--- src/rtl/mult8x8_seq_pkg.sv ---
// Shared types and constants for the sequential 8x8 multiplier and its nibble core.
package mult_pkg;

    localparam int MULT_W     = 8;
    localparam int NIB_W      = 4;
    localparam int PROD_W     = 16;
    localparam int MULT_STEPS = 4;
    localparam int CNT_W      = $clog2(MULT_STEPS);

    typedef enum logic [1:0] {
        ST_IDLE = 2'd0,
        ST_MUL  = 2'd1,
        ST_DONE = 2'd2
    } state_t;

    // Left shift applied to each nibble partial product: lo*lo, lo*hi, hi*lo, hi*hi.
    function automatic logic [3:0] step_shift(input logic [CNT_W-1:0] step);
        case (step)
            2'd0:    return 4'd0;
            2'd1:    return 4'd4;
            2'd2:    return 4'd4;
            default: return 4'd8;
        endcase
    endfunction

endpackage

--- src/rtl/mult8x8_seq_if.sv ---
// Operand/result bundle between the register-read stage and the multiplier.
interface mult8x8_seq_if;
    import mult_pkg::*;

    logic              start;
    logic [MULT_W-1:0] a;
    logic [MULT_W-1:0] b;
    logic              busy;
    logic              done;
    logic [PROD_W-1:0] p;

    modport master (output start, a, b, input  busy, done, p);
    modport slave  (input  start, a, b, output busy, done, p);
endinterface

--- src/rtl/mult8x8_seq_mult4x4.sv ---
// Combinational unsigned 4x4 nibble multiplier; zero latency, no flow control.
module mult4x4
    import mult_pkg::*;
(
    input  logic [NIB_W-1:0]   i_a,
    input  logic [NIB_W-1:0]   i_b,
    output logic [2*NIB_W-1:0] o_p
);
    assign o_p = (2*NIB_W)'(i_a) * (2*NIB_W)'(i_b);
endmodule

--- src/rtl/mult8x8_seq.sv ---
// Sequential 8x8 multiplier on one mult4x4: start->done in 5 cycles, start ignored while busy.
// Define MULT_SIGNED_EN for two's complement operands (sign-magnitude around the unsigned core).
module mult8x8_seq
    import mult_pkg::*;
#(
    parameter int WIDTH = MULT_W
) (
    input  logic          i_clk,
    input  logic          i_rst,
    mult8x8_seq_if.slave  s_bus
);
    state_t             r_state, w_state_nxt;
    logic [CNT_W-1:0]   r_cnt;
    logic [WIDTH-1:0]   r_a, r_b;
    logic [PROD_W-1:0]  r_acc, r_p;

    logic [NIB_W-1:0]   w_nib_a, w_nib_b;
    logic [2*NIB_W-1:0] w_nib_p;
    logic [PROD_W-1:0]  w_pp, w_sum, w_result;
    logic [WIDTH-1:0]   w_opa, w_opb;
    logic               w_accept, w_last;

`ifdef MULT_SIGNED_EN
    logic r_neg;

    assign w_opa    = s_bus.a[WIDTH-1] ? WIDTH'(0) - s_bus.a : s_bus.a;
    assign w_opb    = s_bus.b[WIDTH-1] ? WIDTH'(0) - s_bus.b : s_bus.b;
    assign w_result = r_neg ? PROD_W'(0) - w_sum : w_sum;
`else
    assign w_opa    = s_bus.a;
    assign w_opb    = s_bus.b;
    assign w_result = w_sum;
`endif

    assign w_nib_a = r_cnt[1] ? r_a[WIDTH-1:NIB_W] : r_a[NIB_W-1:0];
    assign w_nib_b = r_cnt[0] ? r_b[WIDTH-1:NIB_W] : r_b[NIB_W-1:0];

    mult4x4 u_mult4x4 (
        .i_a (w_nib_a),
        .i_b (w_nib_b),
        .o_p (w_nib_p)
    );

    assign w_pp  = PROD_W'(w_nib_p) << step_shift(r_cnt);
    assign w_sum = r_acc + w_pp;

    always_comb begin
        w_state_nxt = r_state;
        w_accept    = 1'b0;
        w_last      = 1'b0;
        case (r_state)
            ST_IDLE: begin
                if (s_bus.start) begin
                    w_accept    = 1'b1;
                    w_state_nxt = ST_MUL;
                end
            end
            ST_MUL: begin
                if (r_cnt == CNT_W'(MULT_STEPS - 1)) begin
                    w_last      = 1'b1;
                    w_state_nxt = ST_DONE;
                end
            end
            ST_DONE: w_state_nxt = ST_IDLE;
            default: w_state_nxt = ST_IDLE;
        endcase
    end

    always_ff @(posedge i_clk) begin
        if (i_rst) begin
            r_state <= ST_IDLE;
            r_cnt   <= '0;
            r_acc   <= '0;
            r_a     <= '0;
            r_b     <= '0;
`ifdef MULT_SIGNED_EN
            r_neg   <= 1'b0;
`endif
        end else begin
            r_state <= w_state_nxt;
            if (w_accept) begin
                r_a   <= w_opa;
                r_b   <= w_opb;
                r_cnt <= '0;
                r_acc <= '0;
`ifdef MULT_SIGNED_EN
                r_neg <= s_bus.a[WIDTH-1] ^ s_bus.b[WIDTH-1];
`endif
            end else if (r_state == ST_MUL) begin
                r_acc <= w_sum;
                r_cnt <= r_cnt + 1'b1;
            end
        end
    end

    // Result is loaded on the edge into DONE so it is visible with done. A reset that
    // aborts an operation keeps the previous result; a reset while idle clears it.
    always_ff @(posedge i_clk) begin
        if (i_rst) begin
            if (r_state == ST_IDLE) r_p <= '0;
        end else if (w_last) begin
            r_p <= w_result;
        end
    end

    assign s_bus.busy = (r_state != ST_IDLE);
    assign s_bus.done = (r_state == ST_DONE);
    assign s_bus.p    = r_p;

endmodule

--- src/flat_wrapper.sv ---
// flat-port wrapper written by rule: the top's interface ports become plain ports
module mult8x8_seq_flat import mult_pkg::*;
#(
    parameter int WIDTH = MULT_W
)
  (i_clk, i_rst, s_bus_start, s_bus_a, s_bus_b, s_bus_busy, s_bus_done, s_bus_p);
  mult8x8_seq_if s_bus_i ();
  input  logic i_clk;
  input  logic i_rst;
  input wire logic [$bits(s_bus_i.start)-1:0] s_bus_start;
  input wire logic [$bits(s_bus_i.a)-1:0] s_bus_a;
  input wire logic [$bits(s_bus_i.b)-1:0] s_bus_b;
  output wire logic [$bits(s_bus_i.busy)-1:0] s_bus_busy;
  output wire logic [$bits(s_bus_i.done)-1:0] s_bus_done;
  output wire logic [$bits(s_bus_i.p)-1:0] s_bus_p;
  assign s_bus_i.start = s_bus_start;
  assign s_bus_i.a = s_bus_a;
  assign s_bus_i.b = s_bus_b;
  assign s_bus_busy = s_bus_i.busy;
  assign s_bus_done = s_bus_i.done;
  assign s_bus_p = s_bus_i.p;
  mult8x8_seq #(.WIDTH(WIDTH)) u_core (.i_clk(i_clk), .i_rst(i_rst), .s_bus(s_bus_i));
endmodule
--- config.mk ---
export PLATFORM = sky130hd
export DESIGN_NAME = mult8x8_seq_flat
export DESIGN_NICKNAME = d
export VERILOG_FILES = /design/src/rtl/mult8x8_seq_pkg.sv /design/src/rtl/mult8x8_seq_if.sv /design/src/rtl/mult8x8_seq_mult4x4.sv /design/src/rtl/mult8x8_seq.sv /design/src/flat_wrapper.sv
export SDC_FILE = /design/constraint.sdc
export NUM_CORES = 1
export LEC_CHECK = 0
export CAP_MARGIN = 20
export CORE_UTILIZATION = 59
export CTS_CLUSTER_SIZE = 40
export DETAILED_ROUTE_END_ITERATION = 8
export MAX_ROUTING_LAYER = met4
export PLACE_DENSITY = 0.79
export SLEW_MARGIN = 20
export SYNTH_ARGS = -nofsm -noshare
export SYNTH_HDL_FRONTEND = slang
export SYNTH_SLANG_ARGS = --single-unit
--- constraint.sdc ---
create_clock -name i_clk -period 12.6 [get_ports i_clk]
set_input_delay 1.89 -clock i_clk [delete_from_list [all_inputs] [get_ports i_clk]]
set_output_delay 1.89 -clock i_clk [all_outputs]
set_load 0.01 [all_outputs]
-- After elaboration in Yosys (flattened, before gate mapping)
Index checks and enable logic that the tools add are counted.
- bits in registers: 52
- output and inout port bits: 18
- logic and storage cells: 39
- $add $sub $neg: 2
- $mul: 1
- equality and inequality tests: 8
- shifts and indexed selects: 1
- mux-type cells: 13
- reductions and logical operators: 8
- operator list (kind ; count):
    $mux 16 ; 3
    $add 16x16->16 ; 1
    $shl 8x4->16 ; 1
    $mul 4x4->8 ; 1
    $mux 4 ; 2
    $pmux 4 s2 ; 1
    $eq 2x2->1 const B ; 3
    $eq 2x1->1 const B ; 2
    $logic_not 2->1 ; 2
    $mux 1 ; 4
    $mux 2 ; 2
    $ne 2x1->1 const B ; 2
    $pmux 2 s2 ; 1
    $reduce_and 2->1 ; 2
    $reduce_bool 2->1 ; 2
    $reduce_or 2->1 ; 2
    $add 2x1->2 const B ; 1
    $ne 2x2->1 const B ; 1

-- Logic depth before layout (Yosys ltp)
- depth after elaboration: 7
- depth in mapped cells: 23
- gate-level depth less buffers: 22

-- Cells and area by module
From an unflattened synthesis, not the netlist that was laid out.
- cell total of the unflattened synthesis: 381
- area total of the unflattened synthesis: 3378.2 um^2
- modules (own cells, without submodules) (module ; instances ; cells an instance ; area each (um^2) ; sequential area each (um^2)):
    mult8x8_seq ; 1 ; 330 ; 2914.0 ; 1201.2
    mult4x4 ; 1 ; 51 ; 464.2 ; 0.0

-- Least setup slack after synthesis
No wires, ideal clock.
- kind: register -> register
- from: reg u_core.r_cnt[0]
- to: reg u_core.r_p[15], in the netlist u_core.s_bus.p[15] (data pin)
- setup time: 266 ps
- data arrival time: 4849 ps
- data required time: 12334 ps
- slack: 7485 ps
- cell stages (with the launch flop): 22
- period minus slack after synthesis: 5115 ps
- cell sequence: dfxtp_1 -> clkbuf_1 -> mux2i_1 -> or2_2 -> fa_1 -> inv_1 -> fa_1 -> ha_1 -> a21o_1 -> a2111oi_4 -> xor2_1 -> mux2_2 -> nor2_1 -> ha_1 -> o21ai_0 -> nor2_1 -> o31a_1 -> a211o_1 -> o22ai_2 -> xnor2_1 -> xor2_1 -> nor2_1
- longest elaborated chain between the ends: 7
- elaborated cells on any way between the ends: 11
- RTL lines (element ; line ; text):
    from (decl) ; mult8x8_seq.sv:13 ; logic [CNT_W-1:0] r_cnt;
    from (signal assigned) ; mult8x8_seq.sv:91 ; r_cnt <= r_cnt + 1'b1;
    branches (longest 3 deep; another with $mul 4x4->8) ; n/a ;
    $shl 8x4->16 (*) ; mult8x8_seq.sv:44 ; assign w_pp = PROD_W'(w_nib_p) << step_shift(r_cnt);
    $add 16x16->16 (*) ; mult8x8_seq.sv:45 ; assign w_sum = r_acc + w_pp;
    $mux 16 (*) ; mult8x8_seq.sv:101 ; end else if (w_last) begin
    $mux 16 (*) ; mult8x8_seq.sv:99 ; if (i_rst) begin
    to (signal assigned) ; mult8x8_seq.sv:102 ; r_p <= w_result;
    to (decl) ; mult8x8_seq.sv:15 ; logic [PROD_W-1:0] r_acc, r_p;
Every way passes the cells marked *. The select of a mux whose other input is x is not followed.
A chain may end at the register's enable or synchronous reset.

-- Final worst setup path
Same ends and word-level chain as after synthesis.

==> impl_summary.txt <==
----------------------------------------------------
[Place]
  Worst setup timing slack at the placement stage ... 7210 ps
  HPWL reported at the end of detailed placement ... 5.10 mm
  Routability Congestion ... 0.946
  Count of port buffers added during placement ... 36
  Cell Count Post-Placement ... 465

[STA]
  Fin. Hold Viols ... 0
  Setup TNS after final layout ... 0 ps
  Pin slew with the least headroom to its limit ... 875 ps
  Relative slew slack ... 41.6%
  Fin. max-slew vios ... 0
  Final setup vio count ... 0
  RSZ-0062 raised after global routing ... false
  Clock Skews ... 4.72 ps
  Highest achievable clock rate ... 0.183 GHz
  Share of the cycle needed by the critical path after routing ... 43.3%
  Time the worst path needs with I/O delays and setup ... 5450 ps
  Setup slack after layout ... 7150 ps

[Synth]
  Synth cell count leaders ... nor2_1 (50), nand2_1 (49), a21oi_1 (36), dfxtp_1 (36), ha_1 (28)
  Synthesized net count ... 425
  Synthesis-stage register bit count ... 52
  Sequential share of the synthesized area ... 37.3%
  Post-synthesis cell count ... 373
  Share of flip-flops with an asynchronous set or reset after synthesis ... 0%
  Post-synth top area cell ... dfxtp_1
  Count of unique library cells instantiated by Yosys ... 46
  Top post-synthesis cells by area ... dfxtp_1 (22%), edfxtp_1 (15%), ha_1 (11%), nor2_1 (5.8%), nand2_1 (5.7%)
  Count of flip-flops with a built-in enable after synthesis ... 16
  Main synth FF type ... dfxtp_1
  Cell with the most instances after synthesis ... nor2_1
  Area share of the largest cell type after synthesis ... 22.4%
  Count of yosys warnings during synthesis ... 0
  Netlist area before placement ... 0.00322 mm^2
  Mean Syn Cell Area ... 8.64 um^2

[Clock network]
  Clock sinks ... 52
  Resize count post-CTS ... 0
  CTS tree ... built
  H-Tree Depth ... 2
  Clock root cell ... clkbuf_8
  Clock latency reported for the late side of the worst-skew pair ... 300 ps
  Clk buf depth ... 2
  Clock transition at path regs ... 90 ps
  Inserted Clock Buffers ... 5
  CTS Hold Buffers Added ... 0
  Post-CTS Setup Repair Bufs ... 0

[Power]
  Highest ir drop seen on vdd ... 0.0687 mV
  Pwr dens ... 90.3 mW/mm^2
  Leakage power ... 1.57 nW

[Finish]
  Number of cells in the finished layout apart from fillers ... 473
  Filler cell count ... 400
  Antenna fix cells ... 0
  Share of cells above drive strength 1 ... 4.71%
  Synth-to-Final Area Change ... 15.6%
  Final #Nets ... 454

[Die]
  Die outline height ... 75.9 um
  Initial core utilization ... 62.3%
  Die width ... 75.9 um
  Core region area ... 0.00517 mm^2
  Cell row count ... 26
  Number of top-level pins ... 37
  Die Outline Area ... 0.00576 mm^2

[Critical path]
  Critical Path Fanout Max ... 6
  CP Class ... register to register
  Worst Setup Start Kind ... register
  CP arrival ... 5500 ps
  CP Capture Type ... register
  Required time at the worst-slack endpoint ... 12,650 ps

[Drt]
  Number of DRC violations after detailed routing ... 0
  Per-cell routed wire length ... 14.6 um
  Via-per-instance ratio ... 5.70
  Via count of the routed design ... 2,698
  Initial DRC Count ... 155
  Total iterations of the first detailed-routing run ... 4
  Total length of routed wires ... 6.89 mm
  Post-route ant nets ... 0

[Flow run]
  Number of max-cap violations ... 0

[Global routing]
  Maximum number of pins on one net before global-route repair ... 38
  Antenna violations before repair ... 0
  Global router's overall resource usage ... 26.6%
  Via count of the first global-routing pass ... 2,614
  First-pass GRT wire length ... 11.8 mm
  GRT Residual Overflow ... 0

[Hold path]
  Path class of the lowest-slack min-delay path ... register to register

[Run status]
  Result of the run ... finished, final reports clean

----------------------------------------------------
==> area by class of cell <==
class / instances / area [um^2] / share of cell area [%]
clock buffers: 8 / 101 / 2.72
inverters: 16 / 60.1 / 1.61
multi-input cells: 290 / 1910 / 51.2
flip-flops and latches: 52 / 1200 / 32.2
well taps: 70 / 87.6 / 2.35
repair buffers: 37 / 368 / 9.87
==> flip-flops by register name (all words and copies together), names as in the netlist <==
signal and count:
u_core.r_state 2, u_core.r_a 8, u_core.r_cnt 2, u_core.s_bus.p 16, u_core.r_acc 16, u_core.r_b 8
==> worst max-delay path, stage by stage, from the launching register on <==
cell and delay, ps:
dfxtp_1 520, mux2i_1 210, or2_2 340, fa_1 500, inv_1 50, fa_1 550
inv_1 60, fa_1 440, inv_1 70, a21o_1 110, a21oi_1 70, xnor2_1 140
mux2i_1 200, nor2_1 70, ha_1 350, a211oi_1 230, nor2_1 100, o31a_1 240
a211o_1 330, o22ai_2 140, xnor2_1 200, xor2_1 180, nor2_1 60
==> worst paths after layout <==
path / depth (start not counted) / slack [ps] / to / startpoint
setup / recovery: 22 / 7150 / u_core.s_bus.p[15] / u_core.r_cnt[0]
hold / removal: 2 / 460 / u_core.r_b[0] / u_core.r_b[0]
setup reg to reg: 22 / 7150 / u_core.s_bus.p[15] / u_core.r_cnt[0]
hold reg to reg: 2 / 460 / u_core.r_b[0] / u_core.r_b[0]
==> cells in the final DEF (no fill, tap or decap), types with 2 or more instances in the layout <==
master / instances
fa_1: 5
o21ai_0: 15
mux2_2: 2
clkbuf_1: 2
a21oi_1: 36
nand3_1: 4
mux2i_1: 9
o21a_1: 3
xor2_1: 9
nor3_1: 5
nand2b_1: 9
and2_1: 7
nor2_1: 50
clkdlybuf4s50_1: 36
clkbuf_8: 5
inv_1: 16
nand2_1: 49
or2_2: 5
xnor2_1: 9
o22ai_1: 4
dfxtp_1: 36
a211oi_1: 4
a21o_1: 6
ha_1: 28
edfxtp_1: 16
nor2b_1: 9
==> routing by layer <==
layer | GRT usage, % | up-vias | part of all wire (%)
met3 | 4.70 | 11 | 6.5
met1 | 30.6 | 1270 | 43
met5 | - | - | 0
met4 | 11.0 | 0 | 2.0
li1 | - | 1341 | -
met2 | 45.8 | 76 | 49
==> metrics by stage <==
| step | hold slack [ps] | utilization, % | instance area (um^2) | total power [mW] |
|---|---|---|---|---|
| after detailed placement | 449 | 70.0 | 3620 | 0.236 |
| after floorplan | 436 | - | 3220 | 0.216 |
| after global placement | 444 | 70.0 | 3620 | 0.235 |
| final | 459 | 72.0 | 3730 | 0.336 |
| after CTS | 461 | 72.0 | 3720 | 0.338 |
| after global routing | 481 | 72.0 | 3730 | 0.351 |
==> power breakdown <==
part | internal, mW | switching [mW]
registers | 0.180 | 0.00385
logic | 0.0209 | 0.0275
clock network | 0.0515 | 0.0526
total | 0.252 | 0.0839
==> cell families after synthesis <==
group,share of synthesized area (%)
compound gates,15.7
flops,37.3
fa+ha+maj,14.0
buf+inv,3.61
xor+xnor,4.89
mux,3.49
simple gates,21.0
No activity file was read; power rests on OpenSTA's default activity.
==> patch, RTL diff (same settings) <==
The package constant `PROD_W` goes from 16 to 32.
--- a/src/rtl/mult8x8_seq_pkg.sv
+++ b/src/rtl/mult8x8_seq_pkg.sv
@@ -4,5 +4,5 @@
     localparam int MULT_W     = 8;
     localparam int NIB_W      = 4;
-    localparam int PROD_W     = 16;
+    localparam int PROD_W     = 32;
     localparam int MULT_STEPS = 4;
     localparam int CNT_W      = $clog2(MULT_STEPS);
Interface: changed (resized s_bus_p); port bits go from 37 to 53. No check against the original RTL was run, so the function may have changed too.
==> patch against the original RTL <==
  * Worst setup slack lost 730 ps
  * Total power grew 70%
  * Sequential cell count grew 32
  * Non-clock buffer count up 20
  * Highest routed layer unchanged
  * Die area increased by 56%
  * Design area grew 57%
  * First-iteration DRC count is 26% higher
  * Largest cell class unchanged
  * Routed wire length up 70%
  * Global-route usage grew 1.9 points
  * Area after synthesis increased by 57%
  * Cell count is 55% higher
  * Via count is 55% higher
==> patch: results (changes against the original RTL) <==
[outcome]
status=finished, final reports clean

[logic_synthesis]
synth_area_leaders=dfxtp_1 (21%), edfxtp_1 (19%), ha_1 (8.4%)
syn_nets=643  ; +51%
ys_top_cells_by_count=nor2_1 (81), nand2_1 (66), dfxtp_1 (52)
synth.distinct_cells=47  ; +2.2%
yosysSeqAreaShare=0.395  ; +0.0219
syn_area_per_cell_um2=8.67  ; +0.37%
synth_edf_count=32  ; +16

[final_layout]
num-fill-cells=670  ; +68%
drive_gt1_frac=0.0542  ; +0.00708

[routing]
first_iter_violations=195  ; +26%
dr.pass1.iters=6  ; +2
wl_met1_um=5260  ; +80%
num_vias=4191  ; +55%
wl_met3_um=586  ; +31%
dr_wl_met2_um=5700  ; +69%

[clocking]
cts_buffers=9  ; +4
insertion_delay_ps=370  ; +70 ps

[setup_path]
cpMaxStageDelayCell=o2111ai_1
rrSetupSlack_ps=6420  ; -730 ps
worstRegToRegCells=21  ; -4.5%

[global_route]
grt_pass1_vias=3924  ; +50%
grt_start_max_net_pins=54  ; +42%
use_met3=0.0483  ; +0.00132
grt_use_total=0.286  ; +0.0195
grt_util_met2=0.463  ; +0.00525
grt_pass1_wl_um=19100  ; +61%

[power_and_ir_drop]
comb_power_share=0.105  ; -0.039
total_power_mw=0.573  ; +70%
switching_power_mw=0.145  ; +73%
ir_drop_mv=0.0734  ; +6.9%
pwr-share-seq=0.516  ; -0.031

[placed_design]
place.gp.congestion=0.894  ; -5.5%
io_buffers=52  ; +44%

[sta]
holdWs_ps=458  ; -0.937 ps
fin_skew_ps=16.4  ; +11.7 ps

[min_path]
hp-start=u_core.r_b[6]

-- patch: cell families (layout without fill, tap and decap cells) --
family | count (synthesis) | in the layout | synth area share
DFF | 84 | 84 | 0.395
adders and majority gates | 39 | 39 | 0.104
xor gates and xnor gates | 45 | 45 | 0.0777
AOI/OAI and AO/OA | 116 | 116 | 0.139
and+or+nand+nor | 241 | 241 | 0.220
buffers and inverters | 47 | 89 | 0.0392
muxes | 13 | 13 | 0.0261
-- patch: worst max path at each step --
stage                    startpoint                  to  depth (start not counted)  slack (ps)
finish              u_core.r_cnt[0]  u_core.s_bus.p[27]                         21        6420
global route        u_core.r_cnt[0]  u_core.s_bus.p[27]                         21        5870
CTS                 u_core.r_cnt[0]  u_core.s_bus.p[31]                         21        6360
detailed placement  u_core.r_cnt[0]  u_core.s_bus.p[27]                         21        6340
global placement    u_core.r_cnt[0]  u_core.s_bus.p[29]                         21        6620
floorplan           u_core.r_cnt[0]  u_core.s_bus.p[30]                         24        7170
-- patch: layout make-up --
| class | count | area [µm²] | share of cell area |
|---|---|---|---|
| inverter | 16 | 60.1 | 0.0103 |
| multi-input combinational | 454 | 2870 | 0.492 |
| sequential | 84 | 2000 | 0.343 |
| clock inverter | 5 | 62.6 | 0.0107 |
| clock buffer | 11 | 163 | 0.0278 |
| tap | 105 | 131 | 0.0225 |
| timing repair buffer | 57 | 553 | 0.0946 |
-- patch: worst register-to-register path, stage by stage (launching register included) --
cell and delay [ps]:
dfxtp_1 540, mux2i_1 220, or2_2 360, fa_1 520
inv_1 60, fa_1 490, ha_1 310, a21o_1 170
a21oi_1 220, o21bai_1 90, a21oi_1 180, xor2_1 260
mux2i_1 120, nor2b_1 150, ha_1 450, nand2_1 140
nor2_1 130, o211ai_1 200, o2111ai_1 840, nand4_1 230
xor2_1 210, nor2_1 50
